==> config.mk <==
export PLATFORM = sky130hd
export DESIGN_NAME = xs3_bcd_packer
export DESIGN_NICKNAME = d
export VERILOG_FILES = /design/src/rtl/xs3_bcd_packer.sv
export SDC_FILE = /design/constraint.sdc
export NUM_CORES = 1
export LEC_CHECK = 0
export CAP_MARGIN = 10
export CORE_ASPECT_RATIO = 1.2
export CORE_MARGIN = 3
export CORE_UTILIZATION = 46
export CTS_BUF_LIST = sky130_fd_sc_hd__clkbuf_4 sky130_fd_sc_hd__clkbuf_8
export CTS_CLUSTER_SIZE = 40
export DETAILED_ROUTE_END_ITERATION = 6
export HOLD_SLACK_MARGIN = 0.06
export PLACE_DENSITY = 0.8
export SYNTH_ARGS = -nofsm -noshare
export SYNTH_HDL_FRONTEND = slang
export SYNTH_SLANG_ARGS = --single-unit
==> constraint.sdc <==
create_clock -name clk -period 1.3 [get_ports clk]
set_input_delay 0.195 -clock clk [delete_from_list [all_inputs] [get_ports clk]]
set_output_delay 0.195 -clock clk [all_outputs]
set_load 0.005 [all_outputs]
==> src/rtl/xs3_bcd_packer.sv <==
// xs3_bcd_packer: decodes a stream of Excess-3 digits into BCD and packs
// DIGITS of them, first-received in the top nibble, into one output word
// delivered over a valid/ready handshake. Bad codes decode as 0 and set a
// sticky error flag that travels with the word.
module xs3_bcd_packer #(
  parameter int DIGITS = 4
) (
  input  logic                  clk,
  input  logic                  rst,
  input  logic [3:0]            in_xs3,
  input  logic                  in_valid,
  output logic                  in_ready,
  output logic [4*DIGITS-1:0]   out_word,
  output logic                  out_err,
  output logic                  out_valid,
  input  logic                  out_ready,
  output logic [3:0]            digit_cnt
);

  typedef enum logic {
    COLLECT = 1'b0,
    HOLD    = 1'b1
  } state_t;

  localparam int         W        = 4 * DIGITS;
  localparam logic [3:0] LAST_IDX = 4'(DIGITS - 1);
  localparam logic [3:0] FULL_CNT = 4'(DIGITS);

  state_t         state_q, state_d;
  logic [W-1:0]   word_q, word_d;
  logic           err_q, err_d;
  logic [3:0]     cnt_q, cnt_d;

  // Per-digit decode: legal XS3 codes are 3..12; anything else becomes 0.
  logic           code_ok;
  logic [3:0]     bcd;
  logic [W-1:0]   word_shifted;

  assign code_ok = (in_xs3 >= 4'd3) && (in_xs3 <= 4'd12);
  assign bcd     = code_ok ? (in_xs3 - 4'd3) : 4'h0;

  // The new digit enters the bottom nibble so the first digit ends on top.
  generate
    if (DIGITS == 1) begin : g_single
      assign word_shifted = bcd;
    end else begin : g_multi
      assign word_shifted = {word_q[W-5:0], bcd};
    end
  endgenerate

  // State and datapath registers; reset discards any partial or pending word.
  always_ff @(posedge clk) begin
    if (rst) begin
      state_q <= COLLECT;
      word_q  <= '0;
      err_q   <= 1'b0;
      cnt_q   <= 4'd0;
    end else begin
      state_q <= state_d;
      word_q  <= word_d;
      err_q   <= err_d;
      cnt_q   <= cnt_d;
    end
  end

  // Next-state logic: collect DIGITS digits, then hold until accepted.
  always_comb begin
    state_d = state_q;
    word_d  = word_q;
    err_d   = err_q;
    cnt_d   = cnt_q;
    unique case (state_q)
      COLLECT: begin
        if (in_valid) begin
          word_d = word_shifted;
          err_d  = err_q | ~code_ok;
          cnt_d  = cnt_q + 4'd1;
          if (cnt_q == LAST_IDX) begin
            state_d = HOLD;
          end
        end
      end
      HOLD: begin
        // Word stays visible after acceptance; shifting overwrites it later.
        if (out_ready) begin
          state_d = COLLECT;
          cnt_d   = 4'd0;
          err_d   = 1'b0;
        end
      end
      default: begin
        state_d = COLLECT;
      end
    endcase
  end

  assign in_ready  = (state_q == COLLECT);
  assign out_valid = (state_q == HOLD);
  assign out_word  = word_q;
  assign out_err   = err_q;
  assign digit_cnt = cnt_q;

  // Count never exceeds DIGITS: HOLD is entered exactly on the last digit.
  logic unused_full;
  assign unused_full = (FULL_CNT == 4'd0);

endmodule

## After elaboration in Yosys (flattened, before gate mapping)

Cells that the tools add are included.

- Bits in read-only memories: 0
- Bits in latches: 0
- Bits in writable memories: 0
- Register bits: 22
- Output and inout bits: 23
- Input bits: 8
- Memories: 0
- Word-level logic and storage cells: 28

- Reductions and logical operators: 3
- Eq/ne operators: 3
- Shift operators: 0
- Div/mod/pow operators: 0
- Add/sub/neg operators: 2
- Muxes and demuxes: 11
- Order comparisons: 2
- Multiply operators: 0
- Bitwise gates (word level): 3

Operators with widths:

| cell | number |
|---|---|
| two-way mux 4 bit | 3 |
| case mux 4 bit (2 select lines) | 1 |
| two-way mux 1 bit | 5 |
| adder 4 x 1 -> 4 bit (second input constant) | 1 |
| == test 4 x 2 -> 1 bit (second input constant) | 1 |
| greater-or-equal comparator 4 x 2 -> 1 bit (second input constant) | 1 |
| <= comparator 4 bit (second input constant) | 1 |
| inequality test 2 bit (second input constant) | 2 |
| case mux 1 bit (2 select lines) | 2 |
| AND reduction 2 bit | 2 |
| subtractor 4 x 2 -> 4 bit (second input constant) | 1 |
| inverter 1 bit | 2 |
| logical AND 1 bit | 1 |
| OR 1 bit | 1 |

## Logic depth before layout (Yosys ltp)

Gate-level depths: netlist of run 1.

- Depth in word-level cells: 6
- Mapped depth: 5
- Gate-level depth less buffers: 5

## Least setup slack after synthesis of run 1

OpenSTA, ideal clock, no wires.

- Path type: flip-flop to flip-flop
- From: register cnt_q[0], in the netlist digit_cnt[0]
- To: register state_q, in the netlist out_valid
- Path slack: 95 ps
- Data arrival time: 1135 ps
- Library setup time: 70 ps
- Required time: 1230 ps
- Period minus slack after synthesis: 1205 ps
- Cell stages (with the launch flop): 5
- Buffers on the path: 0
- Cell sequence: dfxtp_1 ha_1 nand2_1 or4_1 a21oi_1

- Word-level cells in the longest chain between the ends: 4

Ends and longest elaborated chain:

| what | RTL line | text |
|---|---|---|
| start: declaration | 32 | `logic [3:0] cnt_q, cnt_d;` |
| start signal: assignment | 62 | `cnt_q <= cnt_d;` |
| == test 4 x 2 -> 1 bit | 78 | `if (cnt_q == LAST_IDX) begin` |
| two-way mux 1 bit | 78 |  |
| two-way mux 1 bit | 74 | `if (in_valid) begin` |
| case mux 1 bit (2 select lines) | 72 | `unique case (state_q)` |
| end signal: assignment | 59 | `state_q <= state_d;` |
| end: declaration | 29 | `state_t state_q, state_d;` |

Every way passes these cells.
A chain may end at the register's enable or synchronous reset.

## Worst setup path after layout of run 1

- From: register state_q, in the netlist out_valid
- To: register state_q, in the netlist out_valid

- Word-level cells in the longest chain between the ends: 2

Ends and longest elaborated chain:

| what | RTL line |
|---|---|
| inverter 1 bit (no source line) | - |
| case mux 1 bit (2 select lines) (*) | 72 |

Every way passes the cells marked *; elsewhere a longest branch is shown, timed or not.

==> flow_summary.ini, run 1 <==
[die]
die_y_um = 55.77
dieArea_um2 = 2648
core_um2 = 1893
num_rows = 17
die_x_um = 47.48
initial_utilization = 0.5017
io_pins = 31

[clock_network]
cts_max_level = 1
cts_tree = built
cts_hold_buf = 0
insertion_delay_ns = 0.30
cts_root_buf = clkbuf_4
cts_buffers = 3
clkSinkCount = 22
clock_path_buffers = 2
clk_pin_slew_worst_paths_ns = 0.11

[critical_path]
timing.rr.end = out_valid
critical_path_class = flip-flop to flip-flop
cp-start-kind = flip-flop
crit_chain = buf_4, buf_6, or4_1, a21oi_1
slowest_stage = or4_1
cp_data_required_time_ns = 1.53
worstSetupEndpointType = flip-flop
crit_fanout = 4
worst_ep_arrival_time_ns = 1.52
slowest_delay_ns = 0.46
reg2reg_setup_slack_ns = 0.008
worst-r2r-cell-count = 4
timing.rr.start = out_valid

[flow_run]
maxCapViolations = 0

[place]
port_buffers = 30
dp_slack_ns = -0.3152
dp_hpwl_um = 1630
place_congestion = 0.6807

[sta]
post-route-min-period_ns = 1.292
max_freq_mhz = 774.2
holdWs_ns = 0.3950
rsz0062_at_grt = yes
slew_headroom = 0.7595
post-route-period-util = 0.9936
final_max_slew_viol_count = 0
clock-skew-final_ns = 0.003025
hold_viol_final = 0
setup_viol = 0
worst_slew_pin_slew_ns = 0.3602
fin_setup_tns_ns = 0
finalWorstSetupSlack_ns = 0.008358

[cells_and_area]
antenna-diode-count = 0
num-fill-cells = 137
post_route_cells_drive_above_1_share = 0.3846
syn2layout_area_growth_pct = 61.53
nets = 182
finish.utilization = 0.8103

[yosys]
synthTopCellsByArea = dfxtp_1, nand2_1, a21oi_1
yosys_warnings = 0
syn_area_per_cell_um2 = 8.479
synth_top_cell_area_share = 0.4638
yosysTopAreaCell = dfxtp_1
syn_inst = 112
synth_fp_nets = 123
ys_types = 25
ys_seq_elements = 22
syn-cell-area_um2 = 949.7
ys_seq_area_frac = 0.4638

[global_routing]
grt_max_degree = 13
grt_pass1_vias = 976
overflow = 0
grt_usage = 0.2059
grt_pass1_wl_um = 4126
antenna_found_initial = 0

[power]
power.static_leakage_nw = 0.7354
p_per_area_nw_per_um2 = 807.2
irDropWorstVdd_uv = 648.4
p_total_mw = 1.238

[routing]
vias = 1056
wl_per_cell_um = 15.57
via_per_inst = 5.617
postRouteAntennaNets = 0
drt-total-wl_um = 2928
drt_iter0_drc = 36
drc = 0
drt_pass1_iterations = 4

[min_path]
holdPathStages = 4
hold_path_end = out_word[3]
hold_start = in_xs3[0]
worstHoldPathType = input pin to flip-flop

[status]
status = complete, no violations
-- Yosys cell counts --
library cell	number
nand2_1	30
dfxtp_1	22
a21oi_1	21
inv_1	4
nand4_1	4
buf_6	3
ha_1	3
nor2_1	3
a211oi_1	2
clkbuf_1	2
nand3b_1	2
o21ai_0	2
xnor2_1	2
a21boi_0	1
a31oi_1	1
a41oi_1	1
and2b_1	1
buf_4	1
nand2b_1	1
nor2b_2	1
o21ba_2	1
o41ai_2	1
or3_1	1
or3_4	1
or4_1	1
-- where the power goes --
part	switching, mW	total [mW]	internal [mW]
Combinational	0.106	0.228	0.121
Clock	0.191	0.299	0.108
Sequential	0.0169	0.712	0.695
Total	0.314	1.24	0.924
-- layout by cell type (no fill, tap or decap), types with 2 or more instances in the layout --
cell type,instances
a21oi_1,20
buf_4,26
buf_6,3
clkbuf_4,3
clkdlybuf4s50_1,4
dfxtp_2,18
dfxtp_4,3
dlygate4sd2_1,22
dlymetal6s2s_1,3
inv_1,3
nand2_1,29
nand3b_1,2
nand4_1,4
nor2_1,3
o21ai_0,2
xnor2_1,2
-- sequential cells by signal, summed over array words and instances (netlist names) --
signal	count
out_valid	1
digit_cnt	4
out_word	16
out_err	1
-- through the flow --
step	instance area [um^2]	cells
floorplan	949.7	112
CTS	1469	186
global route	1534	188
global placement	1330	169
detailed placement	1330	169
finish	1534	188
-- cells by family (layout without fill, tap and decap cells) --
kind of cell / Yosys count / after routing / share of synthesized area
and+or+nand+nor: 45 / 45 / 0.2227
AOI/OAI and AO/OA: 30 / 30 / 0.1884
DFF: 22 / 22 / 0.4638
buffers and inverters: 10 / 67 / 0.06719
adders and majority gates: 3 / 3 / 0.03953
xor gates and xnor gates: 2 / 2 / 0.01845
-- area by class of cell --
| type | instances | area [um^2] | share of cell area |
|---|---|---|---|
| multi-input combinational | 80 | 484.2 | 0.3157 |
| clock buffer | 3 | 22.52 | 0.01468 |
| inverter | 4 | 15.01 | 0.009788 |
| tap | 19 | 23.77 | 0.01550 |
| timing repair buffer | 60 | 514.2 | 0.3352 |
| sequential | 22 | 474.2 | 0.3091 |
-- worst max-delay path by stage --
| stage | from | end | slack (ns) |
|---|---|---|---|
| after floorplan | digit_cnt[0] | out_valid | 0.09 |
| after global placement | in_xs3[0] | out_err | -0.31 |
| after detailed placement | in_xs3[0] | out_err | -0.32 |
| after CTS | out_valid | in_ready | 0.008 |
| after global routing | out_valid | out_word[11] | -0.04 |
| final | out_valid | out_valid | 0.008 |
-- critical path, delay by kind of cell (launching register included) --
family / cells / cell delay [ns]
buffers and inverters: 2 / 0.27
DFF: 1 / 0.36
AOI/OAI and AO/OA: 1 / 0.14
and+or+nand+nor: 1 / 0.46
-- metal layers --
metal	up-vias	share of wire	track usage
li1	500	-	-
met1	495	0.39	0.2465
met2	50	0.52	0.3391
met3	11	0.063	0.03883
met4	0	0.019	0.08696
met5	-	0	0
-- what timing repair did --
| item | 4_1_cts | 5_1_grt |
|---|---|---|
| gates cloned | 0 | 1 |
| setup endpoints to repair | 26 | 19 |
| buffers inserted | 14 | 1 |
| pin swaps | 1 | 3 |
| gates resized for setup | 50 | 14 |
No activity file was read; power rests on OpenSTA's default activity.
==> run 2, diff against run 1 <==
--- a/config.mk
+++ b/config.mk
@@ -6,14 +6,14 @@
 export NUM_CORES = 1
 export LEC_CHECK = 0
 export CAP_MARGIN = 10
-export CORE_ASPECT_RATIO = 1.2
 export CORE_MARGIN = 3
-export CORE_UTILIZATION = 46
+export CORE_UTILIZATION = 63
 export CTS_BUF_LIST = sky130_fd_sc_hd__clkbuf_4 sky130_fd_sc_hd__clkbuf_8
 export CTS_CLUSTER_SIZE = 40
 export DETAILED_ROUTE_END_ITERATION = 6
+export DONT_BUFFER_PORTS = 1
 export HOLD_SLACK_MARGIN = 0.06
-export PLACE_DENSITY = 0.8
+export PLACE_DENSITY = 0.79
 export SYNTH_ARGS = -nofsm -noshare
 export SYNTH_HDL_FRONTEND = slang
 export SYNTH_SLANG_ARGS = --single-unit
==> constraint.sdc (replaced) <==
create_clock -name clk -period 1.3 [get_ports clk]
set_input_delay 0.26 -clock clk [delete_from_list [all_inputs] [get_ports clk]]
set_output_delay 0.26 -clock clk [all_outputs]
set_load 0.005 [all_outputs]
==> run 2 against run 1 <==
  * Non-clock buffer count shrank 53
  * Clock-buffer cell count grew 1
  * Design area shrank 32%
  * Final cell count decreased by 30%
  * Via count is 27% lower
  * Register-to-register slack better by 0.13 ns
  * Sequential cell count stayed put
  * Global-route usage decreased by 0.94 points
  * Highest routed layer unchanged
==> flow_summary.ini, run 2 (synthesis gave the netlist of run 1 again) <==
[sta]
post-route-period-util = 0.8951
rsz0062_at_grt = no
clock-skew-final_ns = 0.0008966
slew_headroom = 0.5085
setup_viol = 0
max_freq_mhz = 859.4
final_max_slew_viol_count = 0
hold_viol_final = 0
fin_setup_tns_ns = 0
worst_slew_pin_slew_ns = 0.7373
post-route-min-period_ns = 1.164

[routing]
vias = 766
drt-total-wl_um = 1715
wl_per_cell_um = 12.99
via_per_inst = 5.803
postRouteAntennaNets = 0
drc = 0
drt_iter0_drc = 21
drt_pass1_iterations = 4

[power]
p_per_area_nw_per_um2 = 1150
seq_power_share = 0.600
switching_share = 0.2261
power.static_leakage_nw = 0.3910
power.share.combinational = 0.100
p_clk_frac = 0.300
p_total_mw = 1.193
p_switching_mw = 0.2697
internal_power_mw = 0.9231
irDropWorstVdd_uv = 878.6

[critical_path]
timing.rr.end = out_valid
crit_fanout = 2
worst_ep_arrival_time_ns = 1.39
timing.rr.start = digit_cnt[0]
reg2reg_setup_slack_ns = 0.14
cp-endpoint = out_valid
cp-startpoint = digit_cnt[0]
critical_path_class = flip-flop to flip-flop
cp_data_required_time_ns = 1.53
worstSetupEndpointType = flip-flop
cp-start-kind = flip-flop
worst-r2r-cell-count = 4

[min_path]
worstHoldPathType = input pin to flip-flop
holdPathStages = 1
hold_start = rst

[die]
initial_utilization = 0.7034
core_um2 = 1350
die_y_um = 44.83
die_x_um = 44.83
io_pins = 31
num_rows = 13
dieArea_um2 = 2009

[cells_and_area]
post_route_cells_drive_above_1_share = 0.1538
layout_commonest_cell = nand2_1
syn2layout_area_growth_pct = 9.222
num-fill-cells = 109
antenna-diode-count = 0
finish.utilization = 0.7683
layout_common_cells = nand2_1, a21oi_1, dfxtp_1
instances_no_fill = 132
largest_reg_flops = 16
nets = 129
fin_area_um2 = 1037

[place]
place_congestion = 0.7694
port_buffers = 0
place_inst = 127
dpl_cell_area_um2 = 977.2
dp_hpwl_um = 1279

[global_routing]
grt_usage = 0.1965
overflow = 0
grt_pass1_vias = 683
grt_max_degree = 22
antenna_found_initial = 0
grt_pass1_wl_um = 2898

[clock_network]
cts_buffers = 3
clock_path_buffers = 2
cts_max_level = 1
cts_root_buf = clkbuf_4
clkSinkCount = 22
clk_pin_slew_worst_paths_ns = 0.11
cts_tree = built
cts_setup_buffers = 0
insertion_delay_ns = 0.29

[status]
status = complete, no violations

[flow_run]
maxCapViolations = 0
run 2: cell types whose count changed in the layout (fill, tap and decap cells not counted), moves of 2 or more:
cell,change
buf_4,-21
buf_6,-3
clkdlybuf4s50_1,-4
dfxtp_1,+18
dfxtp_2,-15
dfxtp_4,-3
dlygate4sd2_1,-22
dlymetal6s2s_1,-3
ha_1,+2
run 2: critical path, cell delays in order, from the launching register on:
cell	delay [ns]
dfxtp_2	0.35
ha_1	0.16
nand2_1	0.06
or4_1	0.39
a21oi_1	0.14
run 2: cell type report:
| cell class | instances | area, um^2 | area share |
|---|---|---|---|
| Multi-Input combinational cell | 80 | 452.9 | 0.4367 |
| Inverter | 4 | 15.01 | 0.01448 |
| Clock buffer | 4 | 36.28 | 0.03498 |
| Tap cell | 15 | 18.77 | 0.01809 |
| Sequential cell | 22 | 444.2 | 0.4282 |
| Timing Repair Buffer | 7 | 70.07 | 0.06755 |
run 2: power by group through the flow:
stage / Sequential [mW] / Clock (mW) / Combinational, mW
2_1_floorplan: 0.729 / 0 / 0.0885
3_3_place_gp: 0.730 / 0 / 0.103
3_5_place_dp: 0.730 / 0 / 0.107
4_1_cts: 0.715 / 0.367 / 0.119
5_1_grt: 0.720 / 0.408 / 0.134
6_report: 0.716 / 0.357 / 0.120
run 2: repair_timing:
item	4_1_cts	5_1_grt
resized for setup	0	6
hold endpoints to repair	21	0
endpoints found under the setup margin	0	18
hold buffers	1	0
run 2: worst min path at each step:
| stage | end | slack (ns) |
|---|---|---|
| after floorplan | out_word[3] | 0.36 |
| after global placement | out_word[14] | 0.33 |
| after detailed placement | out_word[5] | 0.33 |
| after CTS | out_err | 0.12 |
| after global routing | out_err | 0.1 |
| final | out_err | 0.12 |
run 2: metrics by stage:
stage          worst slack (ns)  hold slack, ns
4_1_cts                 0.02824          0.1153
5_1_grt                 0.02062         0.09666
3_5_place_dp            0.05798          0.3336
3_3_place_gp            0.08031          0.3316
6_report                 0.1364          0.1239
2_1_floorplan           0.09453          0.3591
run 2: layer usage:
layer  share of wire  track usage  vias to the layer above
li1                -            -                      394
met1            0.44       0.2469                      345
met2            0.48       0.3037                       25
met3           0.071      0.06773                        2
met4           0.011      0.08772                        0
met5               0            0                        -
==> run 3, diff against run 2 <==
--- a/config.mk
+++ b/config.mk
@@ -12,6 +12,7 @@
 export CTS_CLUSTER_SIZE = 40
 export DETAILED_ROUTE_END_ITERATION = 6
 export DONT_BUFFER_PORTS = 1
+export GPL_TIMING_DRIVEN = 0
 export HOLD_SLACK_MARGIN = 0.06
 export PLACE_DENSITY = 0.79
 export SYNTH_ARGS = -nofsm -noshare
==> run 3 against run 2 <==
  * Sequential cell count unchanged
  * Core utilization rose by 0.19 points
  * Clock skew up 0.0035 ns
  * Global-route usage increased by 0.58 points
  * Design area grew 0.24%
  * Critical path type unchanged
  * Critical endpoint unchanged
==> flow_summary.ini, run 3 (synthesis gave the netlist of run 1 again) <==
[die]
initial_utilization = 0.7034
dieArea_um2 = 2009
die_y_um = 44.83
io_pins = 31
core_um2 = 1350
num_rows = 13
die_x_um = 44.83

[critical_path]
worst_ep_arrival_time_ns = 1.47
critical_path_class = flip-flop to flip-flop
slowest_stage = or4_1
slowest_delay_ns = 0.40
cp-start-kind = flip-flop
crit_fanout = 6
reg2reg_setup_slack_ns = 0.07
crit_chain = ha_1, nand2_1, or4_1, a21oi_1
worstSetupEndpointType = flip-flop
cp_data_required_time_ns = 1.53

[routing]
drt-total-wl_um = 1827
postRouteAntennaNets = 0
drt_iter0_drc = 17
wl_per_cell_um = 13.84
drt_pass1_iterations = 4
vias = 776
drc = 0
via_per_inst = 5.879

[sta]
worst_slew_pin_slew_ns = 0.4529
post-route-period-util = 0.9486
rsz0062_at_grt = no
setup_viol = 0
clock-skew-final_ns = 0.004363
finalWorstSetupSlack_ns = 0.06684
holdWs_ns = 0.1155
fin_setup_tns_ns = 0
max_freq_mhz = 810.9
slew_headroom = 0.6981
final_max_slew_viol_count = 0
hold_viol_final = 0
post-route-min-period_ns = 1.233

[place]
place_inst = 127
place_congestion = 0.7275
dpl_cell_area_um2 = 968.4
port_buffers = 0
dp_slack_ns = 0.01519
dp_hpwl_um = 1284

[cells_and_area]
fin_area_um2 = 1040
num-fill-cells = 107
nets = 129
instances_no_fill = 132
finish.utilization = 0.7702
antenna-diode-count = 0
layout_commonest_cell = nand2_1
multi_input_area_um2 = 445.4
syn2layout_area_growth_pct = 9.486
post_route_cells_drive_above_1_share = 0.1282
regArea_um2 = 449.2
layout_common_cells = nand2_1, a21oi_1, dfxtp_1
largest_reg_flops = 16

[global_routing]
grt_usage = 0.2023
antenna_found_initial = 0
grt_pass1_vias = 745
grt_max_degree = 14
overflow = 0
grt_pass1_wl_um = 2987

[power]
p_switching_mw = 0.2843
power.share.combinational = 0.081
p_total_mw = 1.341
switching_share = 0.2120
p_per_area_nw_per_um2 = 1290
power.static_leakage_nw = 0.3757
internal_power_mw = 1.057
seq_power_share = 0.536
p_clk_frac = 0.383
irDropWorstVdd_uv = 791.7

[clock_network]
clkSinkCount = 22
cts_tree = built
clk_pin_slew_worst_paths_ns = 0.11
cts_buffers = 3
cts_root_buf = clkbuf_4
clock_path_buffers = 2
cts_max_level = 1
cts_setup_buffers = 0
insertion_delay_ns = 0.31

[min_path]
worstHoldPathType = input pin to flip-flop

[status]
status = complete, no violations

[flow_run]
maxCapViolations = 0
==> run 3: cell count changes in the layout (fill, tap and decap cells not counted), moves of 2 or more <==
| cell | previous run | this run |
|---|---|---|
| buf_4 | 5 | 1 |
| buf_6 | 0 | 3 |
| clkbuf_1 | 0 | 2 |
| dfxtp_2 | 3 | 1 |
| dfxtp_4 | 0 | 2 |
==> run 3: final timing paths <==
path                              startpoint      endpoint  depth (start not counted)
worst max-delay path            digit_cnt[0]     out_valid                          4
worst min-delay path                     rst       out_err                          1
worst max register to register  digit_cnt[0]     out_valid                          4
worst min register to register  out_word[12]  out_word[12]                          2
==> run 3: timing repair <==
action / 4_1_cts / 5_1_grt
pin swaps: 0 / 1
hold endpoints to repair: 1 / 0
resized for setup: 2 / 3
hold buffers: 1 / 0
setup endpoints to repair: 1 / 11
==> run 3: power by group through the flow <==
stage | clock network [mW] | registers (mW) | logic [mW]
6_report | 0.514 | 0.719 | 0.109
5_1_grt | 0.552 | 0.723 | 0.123
4_1_cts | 0.523 | 0.721 | 0.109
3_5_place_dp | 0 | 0.735 | 0.106
3_3_place_gp | 0 | 0.735 | 0.104
2_1_floorplan | 0 | 0.729 | 0.0885
==> run 3: critical path: cells and delay by family, from the launching register on <==
family | cells | cell delay, ns
fa+ha+maj | 1 | 0.16
simple gates | 2 | 0.47
compound gates | 1 | 0.14
flops | 1 | 0.39
==> run 3: final cells by class <==
| cell class | count | share of cell area |
|---|---|---|
| sequential | 22 | 0.4320 |
| tap | 15 | 0.01805 |
| buffer | 6 | 0.04693 |
| multi-input combinational | 80 | 0.4284 |
| clock buffer | 3 | 0.02166 |
| timing repair buffer | 1 | 0.009627 |
| clock inverter | 1 | 0.02888 |
| inverter | 4 | 0.01444 |
==> run 3: metal layers <==
metal  wire length [um]  global-route usage
met3                150             0.07171
met4                 36             0.08772
met5                  0                   0
met2                850              0.3410
met1                790              0.2296
